[config.mk]
export PLATFORM = sky130hd
export DESIGN_NAME = game_sprite_mover
export DESIGN_NICKNAME = d
export VERILOG_FILES = /design/src/rtl/game_pkg.sv /design/src/rtl/game_axis_step.sv /design/src/rtl/game_sprite_mover.sv
export SDC_FILE = /design/constraint.sdc
export NUM_CORES = 1
export LEC_CHECK = 0
export CAP_MARGIN = 20
export CORE_MARGIN = 1.5
export CORE_UTILIZATION = 55
export DETAILED_ROUTE_END_ITERATION = 8
export PLACE_DENSITY = 0.8
export SETUP_SLACK_MARGIN = 0.02
export SYNTH_ARGS = -nofsm -noshare
export SYNTH_HDL_FRONTEND = slang
export SYNTH_HIERARCHICAL = 1
export SYNTH_SLANG_ARGS = --single-unit
[constraint.sdc]
create_clock -name clk -period 10.2 [get_ports clk]
set_input_delay 2.04 -clock clk [delete_from_list [all_inputs] [get_ports clk]]
set_output_delay 2.04 -clock clk [all_outputs]
set_load 0.02 [all_outputs]
[src/rtl/game_pkg.sv]
// Shared types and constants for the sprite mover: FSM state encoding and
// velocity width, plus the capture-time velocity clamp.
package game_pkg;

    localparam int VEL_W = 4;

    typedef enum logic [1:0] {
        S_IDLE   = 2'd0,
        S_MOVING = 2'd1,
        S_HIT    = 2'd2
    } state_t;

    localparam logic signed [VEL_W-1:0] VEL_MIN    = {1'b1, {(VEL_W-1){1'b0}}};
    localparam logic signed [VEL_W-1:0] VEL_MIN_P1 = {1'b1, {(VEL_W-2){1'b0}}, 1'b1};

    // The most negative velocity has no positive twin; fold it so a bounce can always negate.
    function automatic logic signed [VEL_W-1:0] sat_vel(input logic signed [VEL_W-1:0] v);
        return (v == VEL_MIN) ? VEL_MIN_P1 : v;
    endfunction

endpackage

[src/rtl/game_axis_step.sv]
// One axis of sprite motion: adds velocity to position with one spare bit,
// clamps to [lo, hi] and reverses velocity when either limit is crossed.
module game_axis_step
    import game_pkg::*;
#(
    parameter int W = 10
) (
    input  logic [W-1:0]            i_pos,
    input  logic signed [VEL_W-1:0] i_vel,
    input  logic [W-1:0]            i_lo,
    input  logic [W-1:0]            i_hi,
    output logic [W-1:0]            o_pos,
    output logic signed [VEL_W-1:0] o_vel,
    output logic                    o_hit_low,
    output logic                    o_hit_high
);

    logic signed [W:0] w_sum;
    logic signed [W:0] w_lo;
    logic signed [W:0] w_hi;

    assign w_sum      = $signed({1'b0, i_pos}) + (W+1)'(i_vel);
    assign w_lo       = $signed({1'b0, i_lo});
    assign w_hi       = $signed({1'b0, i_hi});
    assign o_hit_low  = (w_sum < w_lo);
    assign o_hit_high = (w_sum > w_hi);
    assign o_pos      = o_hit_low ? i_lo : (o_hit_high ? i_hi : w_sum[W-1:0]);
    assign o_vel      = (o_hit_low || o_hit_high) ? -i_vel : i_vel;

endmodule

[src/rtl/game_sprite_mover.sv]
// Sprite launched from a start point, moving once per frame with wall bounces,
// frozen for a number of frames on collision, and returned home on bottom exit.
module game_sprite_mover
    import game_pkg::*;
#(
    parameter int X_WIDTH    = 10,
    parameter int Y_WIDTH    = 10,
    parameter int SCREEN_W   = 640,
    parameter int SCREEN_H   = 480,
    parameter int SPRITE_W   = 8,
    parameter int SPRITE_H   = 8,
    parameter int START_X    = 316,
    parameter int START_Y    = 0,
    parameter int HIT_FRAMES = 16
) (
    input  logic                    clk,
    input  logic                    reset,
    input  logic                    frame_tick,
    input  logic                    launch,
    input  logic signed [VEL_W-1:0] dx,
    input  logic signed [VEL_W-1:0] dy,
    input  logic                    collision,
    output logic [X_WIDTH-1:0]      left,
    output logic [X_WIDTH-1:0]      right,
    output logic [Y_WIDTH-1:0]      top,
    output logic [Y_WIDTH-1:0]      bottom,
    output logic                    active,
    output logic                    hit,
    output logic                    missed
);

    localparam int CNT_W = $clog2(HIT_FRAMES + 1);
    localparam logic [X_WIDTH-1:0] X_START = X_WIDTH'(START_X);
    localparam logic [Y_WIDTH-1:0] Y_START = Y_WIDTH'(START_Y);
    localparam logic [X_WIDTH-1:0] X_MAX   = X_WIDTH'(SCREEN_W - SPRITE_W);
    localparam logic [Y_WIDTH-1:0] Y_MAX   = Y_WIDTH'(SCREEN_H - SPRITE_H);
    localparam logic [X_WIDTH-1:0] X_SPAN  = X_WIDTH'(SPRITE_W - 1);
    localparam logic [Y_WIDTH-1:0] Y_SPAN  = Y_WIDTH'(SPRITE_H - 1);

    state_t                  r_state;
    logic [X_WIDTH-1:0]      r_x;
    logic [Y_WIDTH-1:0]      r_y;
    logic signed [VEL_W-1:0] r_vx;
    logic signed [VEL_W-1:0] r_vy;
    logic [CNT_W-1:0]        r_cnt;
    logic                    r_miss_evt;
    logic [X_WIDTH-1:0]      r_left, r_right;
    logic [Y_WIDTH-1:0]      r_top, r_bottom;
    logic                    r_active, r_hit, r_missed;

    logic [X_WIDTH-1:0]      w_x_nxt;
    logic [Y_WIDTH-1:0]      w_y_nxt;
    logic signed [VEL_W-1:0] w_vx_nxt, w_vy_nxt;
    logic                    w_x_hit_low, w_x_hit_high, w_y_hit_low, w_y_hit_high;
    logic                    w_unused_hits;

    game_axis_step #(.W(X_WIDTH)) u_x_step (
        .i_pos(r_x), .i_vel(r_vx), .i_lo('0), .i_hi(X_MAX),
        .o_pos(w_x_nxt), .o_vel(w_vx_nxt), .o_hit_low(w_x_hit_low), .o_hit_high(w_x_hit_high)
    );

    // The high limit on y is the bottom exit, not a wall.
    game_axis_step #(.W(Y_WIDTH)) u_y_step (
        .i_pos(r_y), .i_vel(r_vy), .i_lo('0), .i_hi(Y_MAX),
        .o_pos(w_y_nxt), .o_vel(w_vy_nxt), .o_hit_low(w_y_hit_low), .o_hit_high(w_y_hit_high)
    );

    assign w_unused_hits = w_x_hit_low | w_x_hit_high | w_y_hit_low;

    always_ff @(posedge clk or posedge reset) begin
        if (reset) begin
            r_state    <= S_IDLE;
            r_x        <= X_START;
            r_y        <= Y_START;
            r_vx       <= '0;
            r_vy       <= '0;
            r_cnt      <= '0;
            r_miss_evt <= 1'b0;
        end else begin
            r_miss_evt <= 1'b0;
            case (r_state)
                S_IDLE: begin
                    r_x <= X_START;
                    r_y <= Y_START;
                    if (launch) begin
                        r_vx    <= sat_vel(dx);
                        r_vy    <= sat_vel(dy);
                        r_state <= S_MOVING;
                    end
                end
                S_MOVING: begin
                    if (collision) begin
                        r_state <= S_HIT;
                        r_cnt   <= CNT_W'(HIT_FRAMES);
                    end else if (frame_tick) begin
                        if (w_y_hit_high) begin
                            r_state    <= S_IDLE;
                            r_miss_evt <= 1'b1;
                            r_x        <= X_START;
                            r_y        <= Y_START;
                        end else begin
                            r_x  <= w_x_nxt;
                            r_y  <= w_y_nxt;
                            r_vx <= w_vx_nxt;
                            r_vy <= w_vy_nxt;
                        end
                    end
                end
                S_HIT: begin
                    if (frame_tick) begin
                        r_cnt <= r_cnt - CNT_W'(1);
                        if (r_cnt <= CNT_W'(1)) begin
                            r_state <= S_IDLE;
                            r_x     <= X_START;
                            r_y     <= Y_START;
                        end
                    end
                end
                default: r_state <= S_IDLE;
            endcase
        end
    end

    // Output stage trails the state by one edge so every output moves together.
    always_ff @(posedge clk or posedge reset) begin
        if (reset) begin
            r_left   <= X_START;
            r_right  <= X_START + X_SPAN;
            r_top    <= Y_START;
            r_bottom <= Y_START + Y_SPAN;
            r_active <= 1'b0;
            r_hit    <= 1'b0;
            r_missed <= 1'b0;
        end else begin
            r_left   <= r_x;
            r_right  <= r_x + X_SPAN;
            r_top    <= r_y;
            r_bottom <= r_y + Y_SPAN;
            r_active <= (r_state == S_MOVING);
            r_hit    <= (r_state == S_HIT);
            r_missed <= r_miss_evt;
        end
    end

    assign left   = r_left;
    assign right  = r_right;
    assign top    = r_top;
    assign bottom = r_bottom;
    assign active = r_active;
    assign hit    = r_hit;
    assign missed = r_missed;

endmodule

Yosys cells after proc, flatten, opt, wreduce, memory -nomap -nowiden
Cells that the tools add are included.
- reduce and logical (&&, ||, !) cells: 11
- order comparisons: 5
- equal/unequal tests: 15
- mux-type cells: 43
- $add $sub $neg: 7
- operators with widths (operator ; count):
    $mux 10 ; 13
    $pmux 10 s3 ; 2
    $mux 4 ; 12
    $add 11x4->11 ; 2
    $lt 11x1->1 const B ; 2
    $add 10x3->10 const B ; 2
    $pmux 4 s2 ; 2
    $ne 2x2->1 const B ; 7
    $mux 2 ; 6
    $reduce_and 6->1 ; 2
    $gt 11x10->1 const B ; 1
    $gt 11x11->1 const B ; 1
    $mux 5 ; 2
    $pmux 5 s2 ; 1
    $reduce_and 5->1 ; 2
    $eq 4x4->1 const B ; 2
    $neg 4->4 ; 2
    $pmux 2 s3 ; 1
    $le 5x1->1 const B ; 1
    $sub 5x1->5 const B ; 1
    $mux 1 ; 4
    $ne 2x1->1 const B ; 2
    $reduce_bool 2->1 ; 2
    $ne 3x2->1 const B ; 1
    other kinds (7) ; 8
- word-level logic and storage cells: 95
- output and inout bits: 43
- register bits: 79
- bits of input ports: 13

Depth between registers and ports, before layout
Gate-level depths: netlist of run 1.
- depth in word-level cells: 8
- mapped depth: 17
- gate-level depth less buffers: 15

Hierarchy
The synthesis of run 1 kept the hierarchy.
- modules (own cells, without submodules) (module ; sequential area each (um2) ; cells each ; area each (um2) ; times used):
    game_sprite_mover ; 1998.2 ; 222 ; 3093.0 ; 1
    game_axis_step (u_y_step) ; 0.0 ; 184 ; 1371.3 ; 1
    game_axis_step (u_x_step) ; 0.0 ; 175 ; 1280.0 ; 1

Worst setup path after synthesis of run 1
Ideal clock, no wire load.
- path kind: reg2reg
- from: reg r_y[0]
- to: reg r_vx[0]
- stages on the path, launching flop included: 16
- clock period less this slack: 4.264 ns
- required time: 10.075 ns
- buffers on the path: 1
- library setup time: 0.125 ns
- data arrival time: 4.140 ns
- setup slack: 5.936 ns
- cells stage by stage: dfrtp_1 -> ha_1 -> fa_1 -> a21oi_2 -> o22ai_2 -> nand4b_1 -> o311ai_0 -> ha_1 -> nand3_1 -> a211oi_1 -> o41ai_4 -> buf_6 -> nor2_1 -> or4bb_1 -> a21oi_2 -> mux2_2
- longest elaborated chain between the ends: 4
- ends and longest elaborated chain (what ; line ; text):
    from (decl) ; game_sprite_mover.sv:42 ; logic [Y_WIDTH-1:0] r_y;
    from (signal assigned) ; game_sprite_mover.sv:103 ; r_y <= w_y_nxt;
    $add 11x4->11 ; game_axis_step.sv:22 ; assign w_sum = $signed({1'b0, i_pos}) + (W+1)'(i_vel);
    $gt 11x10->1 ; game_axis_step.sv:26 ; assign o_hit_high = (w_sum > w_hi);
    net w_y_hit_high ; game_sprite_mover.sv:54 ; logic w_x_hit_low, w_x_hit_high, w_y_hit_low, w_y_hit_high;
    $ne 2x2->1 (no line) ; n/a ;
    $reduce_and 6->1 (no line) ; n/a ;
    to (signal assigned) ; game_sprite_mover.sv:86 ; r_vx <= sat_vel(dx);
    to (signal assigned) ; game_sprite_mover.sv:104 ; r_vx <= w_vx_nxt;
    to (decl) ; game_sprite_mover.sv:43 ; logic signed [VEL_W-1:0] r_vx;
The timed path passes the listed nets, and every way through them passes these cells.
A chain may end at the register's enable or synchronous reset.

Final worst setup path of run 1
- from: reg r_vy[0]
- to: reg r_y[8]
- elaborated cells on any way between the ends: 8
- those cells by class: add/sub: 1; order compare: 2; mux: 5
- RTL lines (what ; line ; text):
    from (decl) ; game_sprite_mover.sv:44 ; logic signed [VEL_W-1:0] r_vy;
    from (signal assigned) ; game_sprite_mover.sv:87 ; r_vy <= sat_vel(dy);
    from (signal assigned) ; game_sprite_mover.sv:105 ; r_vy <= w_vy_nxt;
    $add 11x4->11 ; game_axis_step.sv:22 ;
    $gt 11x10->1 ; game_axis_step.sv:26 ;
    net w_y_hit_high ; game_sprite_mover.sv:54 ;
    $mux 10 ; game_sprite_mover.sv:96 ; if (w_y_hit_high) begin
    $mux 10 ; game_sprite_mover.sv:95 ; end else if (frame_tick) begin
    $mux 10 ; game_sprite_mover.sv:92 ; if (collision) begin
    $pmux 10 s3 ; game_sprite_mover.sv:81 ; case (r_state)
The timed path passes the listed nets, and every way through them passes these cells. The select of a mux whose other input is x is not followed.

==> reports/metrics.csv, run 1 <==
stage;metric;value;unit
outcome;outcome;finished, final reports clean;
sta;slew_headroom;31.9;%
sta;rsz0062_at_grt;false;
finish;diodes;0;
sta;period_minus_slack;4.90;ns
floorplanning;die_w;105;um
finish;drive_above_1_share;9.77;%
floorplanning;core;10200;um2
worst_setup_path;end_kind;register;
global_route;grt_pass1_vias;4722;
cts;clkTransAtPathRegs;0.09;ns
drt;ant_nets;0;
finish;layout.cells.most_common;conb_1;
sta;setup_viol;0;
sta;fin_tns_setup;0;ns
yosys;syn_inst;578;
sta;fmax;204;MHz
placed_design;io_buffers;55;
cts;htree_levels;3;
floorplanning;start_util;56.0;%
worst_setup_path;crit_slowest_cell;nor2_1;
finish;syn2layout_area_growth;19.1;%
floorplanning;die_h;105;um
floorplanning;die-area;11000;um2
drt;num_vias;4652;
finish;utilization;66.7;%
placed_design;pre_cts_slack;5.37;ns
sta;fin_skew;0.0158;ns
yosys;avgSynthCellArea;9.91;um2
flow_run;cap_violations;0;
sta;report.final.slew_viol_count;0;
drt;drtIter0Drc;251;
drt;viasPerCell;5.52;
worst_setup_path;cp.required;10.48;ns
global_route;grt-ovfl-total;0;
yosys;netlist_area;5730;um2
cts;clockBufferDepth;2;
worst_setup_path;path_class;register to register;
drt;drc_errors;0;
cts;cts_sinks;79;
floorplanning;ios;56;
placed_design;dpl.hpwl;9780;um
sta;finalHoldViolCount;0;
sta;worst_pin_slew;1.02;ns
floorplanning;fp-row-count;37;
placed_design;gp_congestion;0.866;
global_route;grt_pass1_wl;21500;um
worst_setup_path;rrSetupSlack;5.30;ns
worst_setup_path;crit_fanout;15;
cts;cts_made_buffers;9;
drt;wl_per_cell;15.1;um
cts;cts.repair.resized;0;
cts;clk_latency;0.36;ns
global_route;grt_antenna_before_repair;0;
worst_setup_path;crit_family;simple AND/OR/NAND/NOR gates;
cts;root_buffer;clkbuf_8;
worst_setup_path;path_buf_inv;1;
cts;hold_buffers;0;
finish;final_cell_mix;77 x conb_1, 68 x a21oi_1, 64 x ha_1, 62 x dfrtp_1, 57 x inv_1;
cts;cts_tree;built;
cts;postCtsSetupBuffers;0;
global_route;grt_max_degree;80;
sta;finalCritPeriodShare;48.0;%
global_route;grt.total_usage;24.1;%
sta;hold_slack;0.361;ns
finish;nets;780;
drt;finalWirelength;12700;um
worst_setup_path;slowest_delay;0.79;ns
worst_setup_path;crit_chain;ha_1, fa_1, a21oi_2, o22ai_2, o311ai_0, ha_1, nand3_1, nor3_1, a21oi_1, o41ai_4, buf_4, nor2_1, or4bb_1, nor2_1, a32o_1;
yosys;synth_warnings;6;
min_path;min_path_type;register to register;
worst_setup_path;arrival;5.17;ns
sta;setup_slack;5.30;ns
worst_setup_path;cp-start-kind;register;
drt;dr.pass1.iters;8;
[layout make-up]
cell class,instances,area [um2]
clock buffers,9,124
well taps,136,170
multi-input cells,494,3660
repair buffers,58,573
fillers,810,3410
clock inverters,7,78.8
inverters,59,223
flip-flops and latches,79,2000
[worst paths after layout]
kind | endpoint | cells after the start | start
max | r_y[8] | 15 | r_vy[0]
min | missed | 0 | r_miss_evt
max reg2reg | r_y[8] | 15 | r_vy[0]
min reg2reg | missed | 0 | r_miss_evt
max in group asynchronous | top[6] | 3 | reset
min in group asynchronous | r_miss_evt | 3 | reset
[sequential cells by signal (all words and copies together), names as in the netlist, 2 cells and up]
name / count
bottom: 10
top: 10
r_vy: 4
r_vx: 4
r_state: 2
r_x: 10
r_y: 10
left: 10
right: 10
r_cnt: 5
[layer usage]
| metal | up-vias | share of wire, % | GRT usage (%) |
|---|---|---|---|
| li1 | 2291 | - | - |
| met1 | 2234 | 45 | 30.8 |
| met2 | 103 | 50 | 41.4 |
| met3 | 24 | 3.5 | 3.68 |
| met4 | 0 | 2.0 | 8.32 |
| met5 | - | 0 | 0 |
[metrics by stage]
step / cells / area [um2]
after CTS: 842 / 6820
after detailed placement: 826 / 6620
final: 842 / 6820
after floorplan: 653 / 6010
after global placement: 826 / 6620
after global routing: 842 / 6820
Power of run 1 is left out: the tool's default activity adds up to more than one toggle a clock period on the data nets, which glitch-free logic cannot reach.
==> run 2, diff against run 1 <==
==> constraint.sdc (replaced) <==
create_clock -name clk -period 4.63 [get_ports clk]
set_input_delay 0.926 -clock clk [delete_from_list [all_inputs] [get_ports clk]]
set_output_delay 0.926 -clock clk [all_outputs]
set_load 0.02 [all_outputs]
==> reports/metrics.csv, run 2 (same netlist as run 1, synthesis figures left out) <==
stage;metric;value;unit
outcome;outcome;finished, final reports clean;
flow_run;cap_violations;0;
sta;slew_headroom;39.9;%
sta;period_minus_slack;4.35;ns
worst_setup_path;worstReg2RegEnd;r_vy[3];
floorplanning;die_w;105;um
finish;diodes;0;
cts;cts_made_buffers;9;
worst_setup_path;r2r_cells;15;
global_route;grt_antenna_before_repair;0;
finish;multi_input_comb_area;3660;um2
sta;fin_skew;0.0218;ns
cts;cts_sinks;79;
cts;cts_tree;built;
worst_setup_path;path_class;register to register;
floorplanning;die_h;105;um
cts;htree_levels;3;
floorplanning;fp-row-count;37;
sta;worst_pin_slew;0.901;ns
finish;final_cell_mix;77 x conb_1, 68 x a21oi_1, 64 x ha_1, 62 x dfrtp_1, 57 x inv_1;
cts;clk_latency;0.36;ns
placed_design;dpl.hpwl;9740;um
global_route;grt_max_degree;55;
global_route;grt_pass1_wl;21000;um
sta;rsz0062_at_grt;false;
worst_setup_path;slowest_delay;0.57;ns
cts;root_buffer;clkbuf_8;
worst_setup_path;crit_slowest_cell;or4bb_1;
drt;drc_errors;0;
worst_setup_path;endpoint;r_vy[3];
worst_setup_path;rrSetupSlack;0.28;ns
floorplanning;die-area;11000;um2
drt;dr.pass1.iters;5;
sta;fmax;230;MHz
global_route;grt.total_usage;23.5;%
finish;nets;783;
cts;clkTransAtPathRegs;0.09;ns
worst_setup_path;arrival;4.58;ns
floorplanning;core;10200;um2
sta;report.final.slew_viol_count;0;
worst_setup_path;crit_fanout;8;
worst_setup_path;cp.required;4.86;ns
min_path;min_path_type;register to register;
cts;clockBufferDepth;2;
finish;drive_above_1_share;10.0;%
floorplanning;start_util;56.0;%
global_route;grt-ovfl-total;0;
sta;setup_viol;0;
cts;postCtsSetupBuffers;0;
drt;ant_nets;0;
drt;viasPerCell;5.50;
worst_setup_path;crit_chain;ha_1, fa_1, a21oi_2, o22ai_2, nand4b_1, o311ai_0, buf_4, ha_1, nand3_1, a211oi_1, o41ai_4, nor2_1, or4bb_1, a21oi_2, mux2_2;
placed_design;io_buffers;55;
worst_setup_path;cp-start-kind;register;
worst_setup_path;r2r_start;r_vy[0];
worst_setup_path;setup.worst_path.start;r_vy[0];
placed_design;gp_congestion;0.994;
drt;drtIter0Drc;308;
worst_setup_path;end_kind;register;
drt;num_vias;4647;
drt;finalWirelength;12700;um
cts;cts.repair.resized;0;
drt;wl_per_cell;15.0;um
cts;hold_buffers;0;
finish;seq_area;2000;um2
global_route;grt_pass1_vias;4384;
floorplanning;ios;56;
finish;fillCellCount;808;
finish;layout.cells.most_common;conb_1;
sta;finalHoldViolCount;0;
finish;syn2layout_area_growth;19.7;%
sta;finalCritPeriodShare;94.0;%
sta;fin_tns_setup;0;ns
run 2: cell types whose count changed in the layout (fill, tap and decap cells not counted), sizes merged:
cell,before,now
buf,3,6
bufinv,1,2
inv,62,60
clkbuf,9,10
run 2: how the worst min path moves through the flow:
stage / startpoint / to / slack (ns) / depth (start not counted)
floorplan: r_miss_evt / missed / 0.33 / 0
global placement: r_miss_evt / missed / 0.34 / 0
detailed placement: r_miss_evt / missed / 0.35 / 0
CTS: r_miss_evt / missed / 0.37 / 0
global route: r_miss_evt / missed / 0.38 / 0
finish: r_miss_evt / missed / 0.37 / 0
run 2: per-stage QoR:
stage | area [um2] | instances | setup slack, ns | hold WS (ns) | util [%]
6_report | 6860 | 845 | 0.277 | 0.367 | 67.1
5_1_grt | 6860 | 845 | 0.0289 | 0.382 | 67.1
4_1_cts | 6860 | 845 | 0.278 | 0.368 | 67.1
3_5_place_dp | 6640 | 829 | 0.311 | 0.346 | 64.9
3_3_place_gp | 6640 | 829 | 0.418 | 0.341 | 64.9
2_1_floorplan | 6010 | 653 | 0.366 | 0.331 | -
run 2: routing by layer:
layer | GRT usage, % | routed length [um] | up-vias
li1 | - | - | 2281
met1 | 31.8 | 5860 | 2243
met2 | 38.9 | 6100 | 103
met3 | 3.49 | 506 | 20
met4 | 7.34 | 239 | 0
met5 | 0 | 0 | -
run 2: critical path: cells and delay by family (launching register included):
family / cells / cell delay, ns
compound gates: 6 / 1.32
fa+ha+maj: 3 / 0.96
simple gates: 4 / 0.95
flops: 1 / 0.44
mux: 1 / 0.39
buf+inv: 1 / 0.17
run 2: layout make-up:
type	count	share of cell area [%]
Multi-Input combinational cell	494	53.3
Sequential cell	79	29.1
Timing Repair Buffer	61	8.68
Inverter	59	3.25
Tap cell	136	2.48
Clock buffer	10	1.86
Clock inverter	6	1.33
Power of run 2 is left out for the same reason.
